### src/rtl/seq_alu_rnd.sv
// Multi-cycle ALU: add, sub, logical shift, and iterative shift-add multiply
// with optional rounded/saturated fixed-point output, behind valid/ready handshakes.
module seq_alu_rnd #(
  parameter int WIDTH     = 16,
  parameter int FRAC_BITS = 8
) (
  input  logic             clk,
  input  logic             rst_n,
  input  logic             in_valid,
  output logic             in_ready,
  input  logic [1:0]       op,
  input  logic             mode,
  input  logic             rnd_en,
  input  logic [WIDTH-1:0] a,
  input  logic [WIDTH-1:0] b,
  input  logic             cin,
  output logic             out_valid,
  input  logic             out_ready,
  output logic [WIDTH-1:0] result,
  output logic [WIDTH-1:0] result_hi,
  output logic             carry,
  output logic             overflow,
  output logic             busy
);

  localparam int CW = (WIDTH > 1) ? $clog2(WIDTH) : 1;
  localparam logic [WIDTH-1:0]   W_LIM = WIDTH'(WIDTH);
  localparam logic [2*WIDTH:0]   HALF  = (2*WIDTH+1)'(1) << (FRAC_BITS - 1);

  typedef enum logic [1:0] {IDLE, CALC, DONE} state_t;

  state_t state, state_nxt;

  logic [WIDTH-1:0]   a_r, mplier;
  logic [WIDTH:0]     acc;
  logic [CW-1:0]      cnt;
  logic               rnd_r;

  logic               accept, last_step, sat;
  logic [WIDTH:0]     add_sum, sub_dif, addend, step_sum;
  logic [WIDTH-1:0]   shift_res;
  logic [2*WIDTH-1:0] prod;
  logic [2*WIDTH:0]   rsum;

  assign in_ready  = (state == IDLE) && rst_n;
  assign out_valid = (state == DONE);
  assign busy      = (state != IDLE);
  assign accept    = in_valid && in_ready;
  assign last_step = (cnt == CW'(WIDTH - 1));

  assign add_sum   = {1'b0, a} + {1'b0, b} + {{WIDTH{1'b0}}, cin};
  assign sub_dif   = {1'b0, a} - {1'b0, b};
  assign shift_res = (b >= W_LIM) ? '0 : (mode ? (a >> b) : (a << b));

  // The last shift-add step and the rounding share one edge: the final product
  // is the post-step accumulator concatenated with the not-yet-shifted multiplier bits.
  assign addend   = mplier[0] ? {1'b0, a_r} : '0;
  assign step_sum = acc + addend;
  assign prod     = {step_sum, mplier[WIDTH-1:1]};
  assign rsum     = {1'b0, prod} + HALF;
  assign sat      = (rsum >> (FRAC_BITS + WIDTH)) != '0;

  always_ff @(posedge clk or negedge rst_n) begin
    if (!rst_n) state <= IDLE;
    else        state <= state_nxt;
  end

  always_comb begin
    state_nxt = state;
    case (state)
      IDLE:    if (accept) state_nxt = (op == 2'b10) ? CALC : DONE;
      CALC:    if (last_step) state_nxt = DONE;
      DONE:    if (out_ready) state_nxt = IDLE;
      default: state_nxt = IDLE;
    endcase
  end

  always_ff @(posedge clk or negedge rst_n) begin
    if (!rst_n) begin
      result    <= '0;
      result_hi <= '0;
      carry     <= 1'b0;
      overflow  <= 1'b0;
      a_r       <= '0;
      mplier    <= '0;
      acc       <= '0;
      cnt       <= '0;
      rnd_r     <= 1'b0;
    end else begin
      case (state)
        IDLE: if (accept) begin
          result_hi <= '0;
          carry     <= 1'b0;
          overflow  <= 1'b0;
          case (op)
            2'b00: begin
              result   <= add_sum[WIDTH-1:0];
              carry    <= add_sum[WIDTH];
              overflow <= (a[WIDTH-1] == b[WIDTH-1]) && (add_sum[WIDTH-1] != a[WIDTH-1]);
            end
            2'b01: begin
              result   <= sub_dif[WIDTH-1:0];
              carry    <= sub_dif[WIDTH];
              overflow <= (a[WIDTH-1] != b[WIDTH-1]) && (sub_dif[WIDTH-1] != a[WIDTH-1]);
            end
            2'b10: begin
              a_r    <= a;
              mplier <= b;
              acc    <= '0;
              cnt    <= '0;
              rnd_r  <= rnd_en;
            end
            default: result <= shift_res;
          endcase
        end
        CALC: begin
          acc    <= {1'b0, step_sum[WIDTH:1]};
          mplier <= {step_sum[0], mplier[WIDTH-1:1]};
          cnt    <= cnt + CW'(1);
          if (last_step) begin
            carry <= 1'b0;
            if (rnd_r) begin
              result_hi <= '0;
              result    <= sat ? '1 : rsum[FRAC_BITS +: WIDTH];
              overflow  <= sat;
            end else begin
              result_hi <= prod[2*WIDTH-1:WIDTH];
              result    <= prod[WIDTH-1:0];
              overflow  <= 1'b0;
            end
          end
        end
        default: ;
      endcase
    end
  end

endmodule

### config.mk
export PLATFORM = sky130hd
export DESIGN_NAME = seq_alu_rnd
export DESIGN_NICKNAME = d
export VERILOG_FILES = /design/src/rtl/seq_alu_rnd.sv
export SDC_FILE = /design/constraint.sdc
export NUM_CORES = 1
export LEC_CHECK = 0
export CORE_AREA = 10 10 140 142
export DETAILED_ROUTE_END_ITERATION = 10
export DIE_AREA = 0 0 150 152
export PLACE_DENSITY = 0.73
export SKIP_CTS_REPAIR_TIMING = 1
export SYNTH_ARGS = -nofsm -noshare
export SYNTH_HDL_FRONTEND = slang
export SYNTH_SLANG_ARGS = --single-unit
### constraint.sdc
create_clock -name clk -period 3.7 [get_ports clk]
set_input_delay 0.74 -clock clk [delete_from_list [all_inputs] [get_ports clk]]
set_output_delay 0.74 -clock clk [all_outputs]
set_load 0.05 [all_outputs]
# [After elaboration in Yosys (flattened, before gate mapping)]
# Cells that the tools add are included.
[word_totals] word_cells=83 inputBits=41 register_bits=90
[classes] n_mux=36 n_eq_ne=14 shifts=2 magnitude_cmp=1 n_reduce_logical=14 add_sub_neg=6
[ops] op="16-bit 2-to-1 mux" n=12
[ops] op="16-bit one-hot mux with 2 select lines" n=3
[ops] op="16-bit one-hot mux with 3 select lines" n=1
[ops] op="17-bit 2-to-1 mux" n=2
[ops] op="17-bit one-hot mux with 2 select lines" n=1
[ops] op="32-bit by 8-bit adder with 33-bit output, second input constant" n=1
[ops] op="33-bit nonzero test" n=1
[ops] op="16-bit by 16-bit adder with 17-bit output" n=1
[ops] op="17-bit by 1-bit adder with 17-bit output" n=1
[ops] op="17-bit by 16-bit adder with 17-bit output" n=1
[ops] op="16-bit by 16-bit subtractor with 17-bit output" n=1
[ops] op="16-bit by 5-bit greater-or-equal comparator with 1-bit output, second input constant" n=1
[ops] op="16-bit by 16-bit << shifter with 16-bit output" n=1
[ops] op="16-bit by 16-bit right shift with 16-bit output" n=1
[ops] op="3-bit AND reduction" n=4
[ops] op="2-bit 2-to-1 mux" n=4
[ops] op="4-bit 2-to-1 mux" n=2
[ops] op="1-bit one-hot mux with 2 select lines" n=4
[ops] op="4-bit one-hot mux with 2 select lines" n=1
[ops] op="2-bit != test, second input constant" n=3
[ops] op="2-bit one-hot mux with 3 select lines" n=1
[ops] op="1-bit 2-to-1 mux" n=5
[ops] op="4-bit by 1-bit adder with 4-bit output, second input constant" n=1
[ops] op="2-bit by 1-bit == test with 1-bit output, second input constant" n=2
[ops] op="9 further kinds" n=18

# [Longest topological paths before layout]
[logic_depth] depth_word=8 depth_mapped=14 mapped_depth_nobuf=13

# [Least setup slack after synthesis]
# OpenSTA, ideal clock, no wires.
[synth_path] path_kind="input to register" start="in b[1]" end="reg result[15]" n_path_buf=2 required_time_ps=3599 cell_stages=13 arrival_ps=3519 path_slack_ps=81 cell_sequence="clkbuf_1 inv_2 buf_1 ha_1 nor2b_1 o31a_1 a311o_1 a31oi_1 o211ai_1 a211oi_1 xnor2_1 a21oi_1 o32ai_1"
[synth_via] elab_chain_cells=6 word_cells_on_any_way=11
[synth_rtl] element="start, declared" line_no="15" source="input logic [WIDTH-1:0] b,"
[synth_rtl] element="branches (longest 3 deep; another with 16-bit by 16-bit adder with 17-bit output)"
[synth_rtl] element="16-bit one-hot mux with 3 select lines *" line_no="95" source="case (op)"
[synth_rtl] element="16-bit 2-to-1 mux *" line_no="91" source="IDLE: if (accept) begin"
[synth_rtl] element="16-bit one-hot mux with 2 select lines *" line_no="90" source="case (state)"
[synth_rtl] element="end signal, assigned" line_no="97" source="result <= add_sum[WIDTH-1:0];"
[synth_rtl] element="end signal, assigned" line_no="102" source="result <= sub_dif[WIDTH-1:0];"
[synth_rtl] element="end signal, assigned" line_no="113" source="default: result <= shift_res;"
[synth_rtl] element="end, declared" line_no="19" source="output logic [WIDTH-1:0] result,"
# Mark *: on every way between the ends. The select of a mux whose other input is x is not followed.
# A chain may end at the register's enable or synchronous reset.

# [Worst setup path in the final report]
[layout_path] start="reg a_r[0]" end="reg result[11]"
[layout_via] elab_chain_cells=8
[layout_rtl] element="start, declared" line_no="34" source="logic [WIDTH-1:0] a_r, mplier;"
[layout_rtl] element="start signal, assigned" line_no="84" source="a_r <= '0;"
[layout_rtl] element="start signal, assigned" line_no="107" source="a_r <= a;"
[layout_rtl] element="16-bit 2-to-1 mux *" line_no="57" source="assign addend = mplier[0] ? {1'b0, a_r} : '0;"
[layout_rtl] element="17-bit by 16-bit adder with 17-bit output *" line_no="58" source="assign step_sum = acc + addend;"
[layout_rtl] element="32-bit by 8-bit adder with 33-bit output *" line_no="60" source="assign rsum = {1'b0, prod} + HALF;"
[layout_rtl] element="33-bit nonzero test" line_no="61" source="assign sat = (rsum >> (FRAC_BITS + WIDTH)) != '0;"
[layout_rtl] element="16-bit 2-to-1 mux *" line_no="124" source="result <= sat ? '1 : rsum[FRAC_BITS +: WIDTH];"
[layout_rtl] element="16-bit 2-to-1 mux *" line_no="122" source="if (rnd_r) begin"
[layout_rtl] element="16-bit 2-to-1 mux *" line_no="120" source="if (last_step) begin"
[layout_rtl] element="16-bit one-hot mux with 2 select lines *" line_no="90"
[layout_rtl] element="end signal, assigned" line_no="97"
[layout_rtl] element="end signal, assigned" line_no="124"
[layout_rtl] element="end signal, assigned" line_no="128" source="result <= prod[WIDTH-1:0];"
# Every way passes the cells marked *; elsewhere a longest branch is shown, timed or not. The select of a mux whose other input is x is not followed.

==> flow_metrics.py <==
metrics = {
    "run_status": {
        "status": "complete, no violations",
    },
    "finish": {
        "diodes": 0,
        "fill_cells": 1581,
        "layout-drive-gt1-share_pct": 13.81,
        "multiInputGateArea_um2": 5682,
        "final_util_pct": 59.66,
        "register_area_um2": 2227,
        "nNetsFinal": 1262,
        "syn2layout_area_growth_pct": 22.11,
    },
    "clock_tree": {
        "cts_max_level": 3,
        "cts-root-buf": "clkbuf_16",
        "clkSlewWorstSetupHoldPaths_ns": 0.07,
        "clkSinkCount": 89,
        "cts_made_buffers": 9,
        "clk_latency_ns": 0.35,
        "cts_tree": "yes",
        "clk_path_buf_depth": 2,
    },
    "floorplan": {
        "core_area_um2": 16940,
        "pin_count": 78,
        "die_h_um": 152,
        "rows": 48,
        "die_area_um2": 22800,
        "start_util_pct": 48.85,
        "die_x_um": 150,
    },
    "synthesis": {
        "synth_ff_type": "dfrtp_1",
        "synth_edf_count": 0,
        "synth.net_count": 1149,
        "syn_inst": 1055,
        "async_flop_share_pct": 100.0,
        "synth-seq-cells": 89,
        "yosysSeqAreaShare_pct": 26.92,
        "yosysWarnings": 0,
        "syn_area_um2": 8274,
        "yosysUniqueCellTypes": 80,
        "avgSynthCellArea_um2": 7.843,
    },
    "worst_setup_path": {
        "critPathLaunchType": "register",
        "worst_ep_required_time_ns": 3.94,
        "cp-end-kind": "register",
        "cp.arrival_ns": 3.83,
        "rr_worst_depth": 12,
        "critical_path_class": "reg2reg",
        "cp_max_fo": 3,
    },
    "global_routing": {
        "grt_use_total_pct": 23.94,
        "overflow": 0,
        "grt_max_degree": 68,
        "antenna_found_initial": 0,
        "grt_pass1_vias": 8214,
        "grt_pass1_wl_um": 44170,
    },
    "power": {
        "power.net_switching_mw": 3.264,
        "leakage_nw": 4.411,
        "powerDensity_nw_per_um2": 661.7,
        "p_int_mw": 3.422,
        "switching_share_pct": 48.81,
        "total_power_mw": 6.686,
        "power_frac_comb_pct": 59.5,
        "ir_worst_vdd_uv": 598.9,
        "p_clk_share_pct": 14.3,
        "pwr-share-seq_pct": 26.2,
    },
    "timing": {
        "worst-slew-pin-transition_ns": 0.7017,
        "max_freq_mhz": 278.6,
        "setup_viol": 0,
        "finalSetupTns_ns": 0,
        "post-route-period-util_pct": 97.01,
        "drv_slew": 0,
        "fin_crit_ns": 3.589,
        "finalHoldViolCount": 0,
        "skew_ns": 0.008853,
        "whs_ns": 0.1879,
        "relSlewSlack_pct": 53.22,
    },
    "route": {
        "ant_nets": 0,
        "wl_per_cell_um": 20.05,
        "wl_um": 28030,
        "vias": 8497,
        "drt_iter0_markers": 882,
        "viasPerCell": 6.078,
        "drc": 0,
        "first_pass_iters": 8,
    },
    "placement": {
        "dp_hpwl_um": 21620,
        "portBuffers": 77,
        "place_congestion": 0.9905,
    },
    "min_path": {
        "hold_path.class": "in2async",
    },
    "job": {
        "maxCapViolCount": 0,
    },
}
## kinds of logic (layout without fill, tap and decap cells)
| logic type | count (synthesis) | in the layout | share of synthesized area [%] |
|---|---|---|---|
| XOR/XNOR | 37 | 37 | 4.098 |
| flip-flops | 89 | 89 | 26.92 |
| AO/OA/AOI/OAI | 336 | 336 | 27.49 |
| AND/OR/NAND/NOR | 394 | 394 | 22.55 |
| buffers and inverters | 106 | 224 | 4.900 |
| adder cells (fa/ha/maj) | 53 | 53 | 8.378 |
| multiplexers | 40 | 40 | 5.671 |
## cell usage in the layout (no fill, tap or decap), types with 14 or more instances in the layout
master,count
mux2i_1,21
o22ai_1,14
clkdlybuf4s50_1,75
nor3_1,22
nand2b_1,14
and2_1,27
ha_1,49
nand3_1,39
dfrtp_1,89
inv_1,35
buf_4,95
a31oi_1,14
o211ai_1,20
mux2_2,15
nor2_1,84
nand2_1,145
xnor2_1,26
o21ai_0,86
a21oi_1,70
## area by class of cell
class / instances / share of cell area [%]
Multi-Input combinational cell: 860 / 56.24
Clock inverter: 6 / 0.6563
Clock buffer: 10 / 2.365
Tap cell: 225 / 2.786
Sequential cell: 89 / 22.04
Timing Repair Buffer: 171 / 14.54
Inverter: 37 / 1.375
## per-stage QoR
| stage | setup WS [ns] | area [µm²] | instances |
|---|---|---|---|
| after global placement | -0.1687 | 9751 | 1380 |
| after CTS | 0.06254 | 10060 | 1396 |
| after floorplan | 0.08062 | 8274 | 1055 |
| after global routing | -0.01222 | 10100 | 1398 |
| after detailed placement | -0.2266 | 9751 | 1380 |
| final | 0.1106 | 10100 | 1398 |
## routing by layer
metal,global-route usage [%],part of all wire [%]
met3,4.188,7.4
met4,9.630,3.4
met1,32.02,44
met2,37.28,45
met5,0,0
## path summary, 6_finish.rpt
path | slack, ns | start | end
max | 0.11 | a_r[0] | result[11]
min | 0.19 | rst_n | cnt[2]
max reg2reg | 0.11 | a_r[0] | result[11]
min reg2reg | 0.47 | a_r[8] | a_r[8]
max in group asynchronous | 2.18 | rst_n | acc[0]
min in group clk | 0.47 | a_r[8] | a_r[8]
## flip-flops by register name (all words and copies together) (netlist names)
signal and count:
cnt 4, acc 16, a_r 16, result_hi 16, result 16, overflow 1
mplier 16, state 2, carry 1, rnd_r 1
## power groups by stage
stage	Sequential, mW	Clock [mW]	Combinational [mW]
after global routing	1.79	0.991	4.30
after floorplan	2.04	0	2.23
after detailed placement	1.74	0	3.89
final	1.75	0.957	3.98
after CTS	1.73	0.962	3.92
after global placement	1.74	0	3.84
## cell usage after synthesis, drive strengths merged (5+ instances only)
library cell,number,area [µm²]
o21ai,92,460.4
nor2,84,315.3
xnor2,26,227.7
dfrtp,89,2227
mux2,15,168.9
o21bai,11,82.58
ha,49,613.1
a22o,6,52.55
mux2i,21,210.2
nand2b,14,87.58
o21a,13,97.59
a211oi,11,100.1
nand4,7,43.79
o22ai,14,87.58
nor4,8,65.06
a22oi,6,45.04
and2,27,168.9
nor3b,5,37.54
nor2b,12,75.07
and3,9,56.30
a31oi,14,87.58
inv,37,138.9
nand2,146,550.5
a21o,8,60.06
o31ai,14,110.1
nor3,22,110.1
xor2,11,111.4
a21oi,74,385.4
clkbuf,55,206.5
o211ai,21,171.4
buf,14,60.06
nand3,41,217.7
## critical path: stages (launching register included)
cell and delay, ns:
dfrtp_1 0.39, and2_1 0.18, ha_1 0.21, fa_1 0.43, a21o_1 0.22, a2111oi_4 0.35
xor2_2 0.15, nor4_4 0.31, nand4b_1 0.19, a211oi_4 0.32, buf_4 0.17, nand4_1 0.20
a221o_1 0.36
(Power assumes the default switching activity.)
